[src/rtl/uart_pwm_pkg.sv]
// Shared constants and types for the UART command path feeding the PWM generator.
package uart_pwm_pkg;

  localparam logic [7:0] AsciiCr  = 8'h0D;
  localparam logic [7:0] AsciiLf  = 8'h0A;
  localparam logic [7:0] AsciiFUp = 8'h46;
  localparam logic [7:0] AsciiFLo = 8'h66;
  localparam logic [7:0] AsciiDUp = 8'h44;
  localparam logic [7:0] AsciiDLo = 8'h64;
  localparam logic [7:0] Ascii0   = 8'h30;
  localparam logic [7:0] Ascii9   = 8'h39;

  localparam int unsigned DutyMax = 100;

  typedef enum logic [1:0] {
    StIdle,
    StGetF,
    StGetD,
    StDiscard
  } state_e;

  function automatic logic is_term(input logic [7:0] b);
    return (b == AsciiCr) || (b == AsciiLf);
  endfunction

  function automatic logic is_digit(input logic [7:0] b);
    return (b >= Ascii0) && (b <= Ascii9);
  endfunction

endpackage

[src/rtl/dec_accum.sv]
// Decimal accumulator: value = value*10 + digit per accepted digit, with sticky overflow
// on either value width or digit count.
module dec_accum #(
  parameter int unsigned Width     = 32,
  parameter int unsigned MaxDigits = 10,
  parameter int unsigned NdigW     = 4
) (
  input  logic             clk,
  input  logic             rst,
  input  logic             clear,
  input  logic             digit_valid,
  input  logic [3:0]       digit,
  output logic [Width-1:0] value,
  output logic [NdigW-1:0] ndig,
  output logic             ovf
);

  logic [Width-1:0] value_q;
  logic [NdigW-1:0] ndig_q;
  logic             ovf_q;
  logic [Width+3:0] prod;
  logic             ndig_full;

  // x10 as shift-and-add in a widened datapath so the carry-out is observable
  assign prod = ({4'b0000, value_q} << 3) + ({4'b0000, value_q} << 1)
              + {{Width{1'b0}}, digit};
  assign ndig_full = (ndig_q == NdigW'(MaxDigits));

  always_ff @(posedge clk) begin
    if (rst || clear) begin
      value_q <= '0;
      ndig_q  <= '0;
      ovf_q   <= 1'b0;
    end else if (digit_valid) begin
      value_q <= prod[Width-1:0];
      if (!ndig_full) begin
        ndig_q <= ndig_q + 1'b1;
      end
      if ((prod[Width+3:Width] != 4'd0) || ndig_full) begin
        ovf_q <= 1'b1;
      end
    end
  end

  assign value = value_q;
  assign ndig  = ndig_q;
  assign ovf   = ovf_q;

endmodule

[src/rtl/uart_cmd_ctrl.sv]
// Parses "F<dec>" / "D<dec>" lines from the UART byte stream, commits PWM frequency/duty and
// emits one OK/ERR response per terminated non-empty line.
module uart_cmd_ctrl
  import uart_pwm_pkg::*;
#(
  parameter int unsigned FREQ_W       = 32,
  parameter int unsigned FREQ_DEFAULT = 1000,
  parameter int unsigned FREQ_MAX     = 100000,
  parameter int unsigned DUTY_DEFAULT = 50,
  parameter int unsigned MAX_DIGITS   = 10
) (
  input  logic              clk_50mhz,
  input  logic              rst,
  input  logic [7:0]        rx_data,
  input  logic              rx_valid,
  output logic [FREQ_W-1:0] freq_hz,
  output logic [6:0]        duty_pct,
  output logic              cfg_update,
  output logic              resp_valid,
  output logic              resp_ok,
  output logic              busy
);

  localparam int unsigned NdigW = $clog2(MAX_DIGITS + 1);

  state_e            state_q, state_d;
  logic [FREQ_W-1:0] freq_q, freq_d;
  logic [6:0]        duty_q, duty_d;
  logic              cfg_update_q, cfg_update_d;
  logic              resp_valid_q, resp_valid_d;
  logic              resp_ok_q, resp_ok_d;

  logic              acc_clear;
  logic              acc_digit_valid;
  logic [FREQ_W-1:0] acc_value;
  logic [NdigW-1:0]  acc_ndig;
  logic              acc_ovf;
  logic              acc_good;
  logic              freq_ok;
  logic              duty_ok;

  dec_accum #(
    .Width    (FREQ_W),
    .MaxDigits(MAX_DIGITS),
    .NdigW    (NdigW)
  ) u_dec_accum (
    .clk        (clk_50mhz),
    .rst        (rst),
    .clear      (acc_clear),
    .digit_valid(acc_digit_valid),
    .digit      (rx_data[3:0]),
    .value      (acc_value),
    .ndig       (acc_ndig),
    .ovf        (acc_ovf)
  );

  assign acc_good = (acc_ndig != '0) && !acc_ovf;
  assign freq_ok  = acc_good && (acc_value != '0) && (acc_value <= FREQ_W'(FREQ_MAX));
  assign duty_ok  = acc_good && (acc_value <= FREQ_W'(DutyMax));

  always_comb begin
    state_d         = state_q;
    freq_d          = freq_q;
    duty_d          = duty_q;
    cfg_update_d    = 1'b0;
    resp_valid_d    = 1'b0;
    resp_ok_d       = 1'b0;
    acc_clear       = 1'b0;
    acc_digit_valid = 1'b0;

    if (rx_valid) begin
      unique case (state_q)
        StIdle: begin
          if (rx_data == AsciiFUp || rx_data == AsciiFLo) begin
            state_d   = StGetF;
            acc_clear = 1'b1;
          end else if (rx_data == AsciiDUp || rx_data == AsciiDLo) begin
            state_d   = StGetD;
            acc_clear = 1'b1;
          end else if (!is_term(rx_data)) begin
            state_d = StDiscard;
          end
        end
        StGetF, StGetD: begin
          if (is_digit(rx_data)) begin
            acc_digit_valid = 1'b1;
          end else if (is_term(rx_data)) begin
            state_d      = StIdle;
            resp_valid_d = 1'b1;
            if (state_q == StGetF) begin
              if (freq_ok) begin
                resp_ok_d    = 1'b1;
                freq_d       = acc_value;
                cfg_update_d = (acc_value != freq_q);
              end
            end else if (duty_ok) begin
              resp_ok_d    = 1'b1;
              duty_d       = acc_value[6:0];
              cfg_update_d = (acc_value[6:0] != duty_q);
            end
          end else begin
            state_d = StDiscard;
          end
        end
        StDiscard: begin
          if (is_term(rx_data)) begin
            state_d      = StIdle;
            resp_valid_d = 1'b1;
          end
        end
        default: state_d = StIdle;
      endcase
    end
  end

  always_ff @(posedge clk_50mhz) begin
    if (rst) begin
      state_q      <= StIdle;
      freq_q       <= FREQ_W'(FREQ_DEFAULT);
      duty_q       <= 7'(DUTY_DEFAULT);
      cfg_update_q <= 1'b0;
      resp_valid_q <= 1'b0;
      resp_ok_q    <= 1'b0;
    end else begin
      state_q      <= state_d;
      freq_q       <= freq_d;
      duty_q       <= duty_d;
      cfg_update_q <= cfg_update_d;
      resp_valid_q <= resp_valid_d;
      resp_ok_q    <= resp_ok_d;
    end
  end

  assign freq_hz    = freq_q;
  assign duty_pct   = duty_q;
  assign cfg_update = cfg_update_q;
  assign resp_valid = resp_valid_q;
  assign resp_ok    = resp_ok_q;
  assign busy       = (state_q != StIdle);

endmodule

[config.mk]
export PLATFORM = sky130hd
export DESIGN_NAME = uart_cmd_ctrl
export DESIGN_NICKNAME = d
export VERILOG_FILES = /design/src/rtl/uart_pwm_pkg.sv /design/src/rtl/dec_accum.sv /design/src/rtl/uart_cmd_ctrl.sv
export SDC_FILE = /design/constraint.sdc
export NUM_CORES = 1
export LEC_CHECK = 0
export ABC_AREA = 1
export BUFFER_PORTS_ARGS = -buffer_cell sky130_fd_sc_hd__buf_2
export CORE_MARGIN = 1
export CORE_UTILIZATION = 40
export CTS_BUF_LIST = sky130_fd_sc_hd__clkbuf_16
export CTS_CLUSTER_SIZE = 40
export DETAILED_ROUTE_END_ITERATION = 8
export GPL_ROUTABILITY_DRIVEN = 0
export PLACE_DENSITY_LB_ADDON = 0.2
export SYNTH_ARGS = -nofsm -noshare
export SYNTH_HDL_FRONTEND = slang
export SYNTH_SLANG_ARGS = --single-unit
[constraint.sdc]
create_clock -name clk_50mhz -period 3.25 [get_ports clk_50mhz]
set_input_delay 0.8125 -clock clk_50mhz [delete_from_list [all_inputs] [get_ports clk_50mhz]]
set_output_delay 0.8125 -clock clk_50mhz [all_outputs]
set_load 0.05 [all_outputs]
==> impl_metrics.csv <==
group,metric,value,unit
placed_design,hpwl,12900,um
worst_setup_path,critPathMaxFanout,4,
power,power.density,329,mW/mm^2
placed_design,dp.cells,1196,
global_route,track_usage,21.3,%
cells_and_area,drive_gt1_share,9.70,%
worst_setup_path,path_class,"input port to flip-flop",
clocking,clk_latency,0.35,ns
yosys,ys_ff_latch,81,
cells_and_area,layout.cells.non_filler,1211,
placed_design,postPlaceCellArea,0.00682,sq mm
cells_and_area,final_cell_area,0.00716,sq mm
yosys,synth_area_leader_cell,"dfxtp_1",
yosys,synthCells,938,
sta,fin_skew,0.00847,ns
power,p_leak,3.99,nW
worst_setup_path,cp-start-kind,"input port",
worst_setup_path,cp-end-kind,"flip-flop",
power,switchingPower,0.000555,W
power,seqPwrFrac,42.9,%
clocking,cts_max_level,3,
power,p_int,0.00180,W
global_route,globalRouteMet2Util,36.6,%
yosys,syn_nets,1022,
cells_and_area,n_fill_cell,1578,
routing,ant_nets,0,
sta,drv_slew,0,
cells_and_area,area_delta_synth_final,14.0,%
sta,fmax,0.343,GHz
floorplan,die_y,127,um
global_route,busiest_layer,"met2",
clocking,cts_hold_buffers,0,
routing,first_pass_iters,8,
routing,wl,16300,um
sta,setup_violations,0,
placed_design,dp_slack,-0.0338,ns
status,status,"finished clean",
sta,hold_ws,0.480,ns
clocking,ctsRootBufferMaster,"clkbuf_16",
worst_setup_path,worstPathArrival,3.16,ns
global_route,grt_overflow,0,
sta,min_period_over_period,89.7,%
cells_and_area,n_antenna_cell,0,
routing,wl_per_cell,13.5,um
flow_run,drv_cap,0,
worst_hold_path,hold_path_class,"flip-flop to flip-flop",
clocking,cts_tree,"built",
power,combPwrFrac,6.1,%
yosys,avgSynthCellArea,6.69,sq um
cells_and_area,nets,1080,
yosys,synth_common_cells,"216 x nand2_1, 160 x inv_1, 92 x nor2_1, 81 x dfxtp_1, 71 x ha_1",
placed_design,portBuffers,53,
yosys,synth_edf_count,0,
clocking,cts_resized,0,
yosys,yosysWarnings,0,
yosys,synth-main-ff-cell,"dfxtp_1",
sta,timing.slew.headroom,30.3,%
clocking,clkTransAtPathRegs,0.07,ns
global_route,grtUsageMet3,3.10,%
floorplan,io_pins,54,
sta,period_needed,2.92,ns
routing,first_iter_violations,257,
yosys,synth_area_leaders,"dfxtp_1 26%, ha_1 14%, nand2_1 13%",
yosys,netlist.area_leader.share,25.8,%
clocking,clockBufferDepth,2,
cells_and_area,post-route-util,46.9,%
sta,setup_slack,0.334,ns
power,peakVddDrop,308,uV
floorplan,die_area,0.0162,sq mm
sta,final-hold-violation-count,0,
clocking,cts_made_buffers,9,
global_route,grt_pass1_wl,27300,um
routing,via_count,5792,
routing,drc,0,
floorplan,core,0.0153,sq mm
sta,tightest_slew,1.04,ns
yosys,syn_area,0.00628,sq mm
yosys,ys_seq_area_share,25.8,%
floorplan,row_count,45,
floorplan,start_util,41.2,%
sta,rsz0062_at_grt,"false",
floorplan,chipWidth,127,um
routing,via_per_inst,4.78,
global_route,grt_start_max_net_pins,34,
global_route,grt_util_met1,27.2,%
power,p_clk_share,51.0,%
worst_setup_path,required,3.50,ns
yosys,synth_cell_types,39,
global_route,grt_pass1_vias,5452,
yosys,async_reset_ff_share,0,%
clocking,cts_setup_buffers,0,
power,swShare,23.6,%
global_route,antenna_found_initial,0,
yosys,synth.most_common_cell,"nand2_1",
clocking,cts_num_sinks,81,
[registers in the layout, summed over array words and instances (netlist names)]
name / flops
u_dec_accum.ndig: 4
cfg_update: 1
state_q: 2
freq_hz: 32
u_dec_accum.ovf: 1
u_dec_accum.value: 32
resp_ok: 1
duty_pct: 7
resp_valid: 1
[path summary, 6_finish.rpt]
check                            start               endpoint  slack, ns  cells past startpoint
setup / recovery            rx_data[3]  u_dec_accum.value[29]       0.33                     17
hold / removal             freq_hz[27]            freq_hz[27]       0.48                      2
setup reg to reg  u_dec_accum.value[0]  u_dec_accum.value[29]       0.37                     16
hold reg to reg            freq_hz[27]            freq_hz[27]       0.48                      2
[worst max-delay path, cell delays in order]
cell      delay, ns
buf_2          0.10
inv_1          0.07
fa_1           0.61
inv_1          0.06
ha_1           0.30
nand2_1        0.07
nand2_1        0.06
nand3_1        0.08
nand2_1        0.08
nand2_1        0.07
nand2_1        0.13
a21oi_1        0.28
o21ai_0        0.15
nand2_1        0.08
nand2_1        0.05
o21bai_1       0.12
inv_1          0.05
[cell type report]
cell class	instances	area [sq um]	area share [%]
multi-input combinational	675	3950	55.2
sequential	81	1620	22.7
inverter	161	604	8.44
timing repair buffer	68	378	5.28
tap	211	264	3.69
clock buffer	9	225	3.15
clock inverter	6	115	1.61
[per-stage QoR]
| step | TNS [ns] | power, W |
|---|---|---|
| 2_1_floorplan | 0 | 0.00113 |
| 3_3_place_gp | -0.00145 | 0.00118 |
| 3_5_place_dp | -0.0421 | 0.00118 |
| 4_1_cts | 0 | 0.00238 |
| 5_1_grt | 0 | 0.00244 |
| 6_report | 0 | 0.00235 |
[power groups by stage]
stage	clock network, W	registers (W)	logic [W]
2_1_floorplan	0	0.00103	0.0000989
3_3_place_gp	0	0.00103	0.000143
3_5_place_dp	0	0.00103	0.000142
4_1_cts	0.00123	0.00101	0.000143
5_1_grt	0.00126	0.00101	0.000163
6_report	0.00120	0.00101	0.000143
[cells in the final DEF, fill, tap and decap left out, drive strengths merged]
cell type  count
nand2        216
inv          163
nor2          93
dfxtp         81
ha            71
buf           68
a21oi         60
nand3         48
o21ai         42
xnor2         37
xor2          17
nor3          15
a211oi        13
o21bai        12
nand4         11
o211ai        10
a31oi          9
clkbuf         9
or2            5
nor4           4
o21a           4
bufinv         3
o2111ai        2
fa             2
or3            1
o22ai          1
nand3b         1
a21o           1
clkinvlp       1
[cell families after synthesis]
| logic type | after synthesis | synth area share (%) |
|---|---|---|
| adder cells (fa/ha/maj) | 73 | 14.8 |
| buffers and inverters | 182 | 11.3 |
| flip-flops | 81 | 25.8 |
| XOR/XNOR | 54 | 7.53 |
| AND/OR/NAND/NOR | 394 | 26.0 |
| AO/OA/AOI/OAI | 154 | 14.6 |
[layer usage]
metal / up-vias / wire length [um]
met5: - / 0
met4: 0 / 364
li1: 3128 / -
met1: 2540 / 7660
met2: 101 / 7710
met3: 23 / 568
No activity file was read; power rests on OpenSTA's default activity.
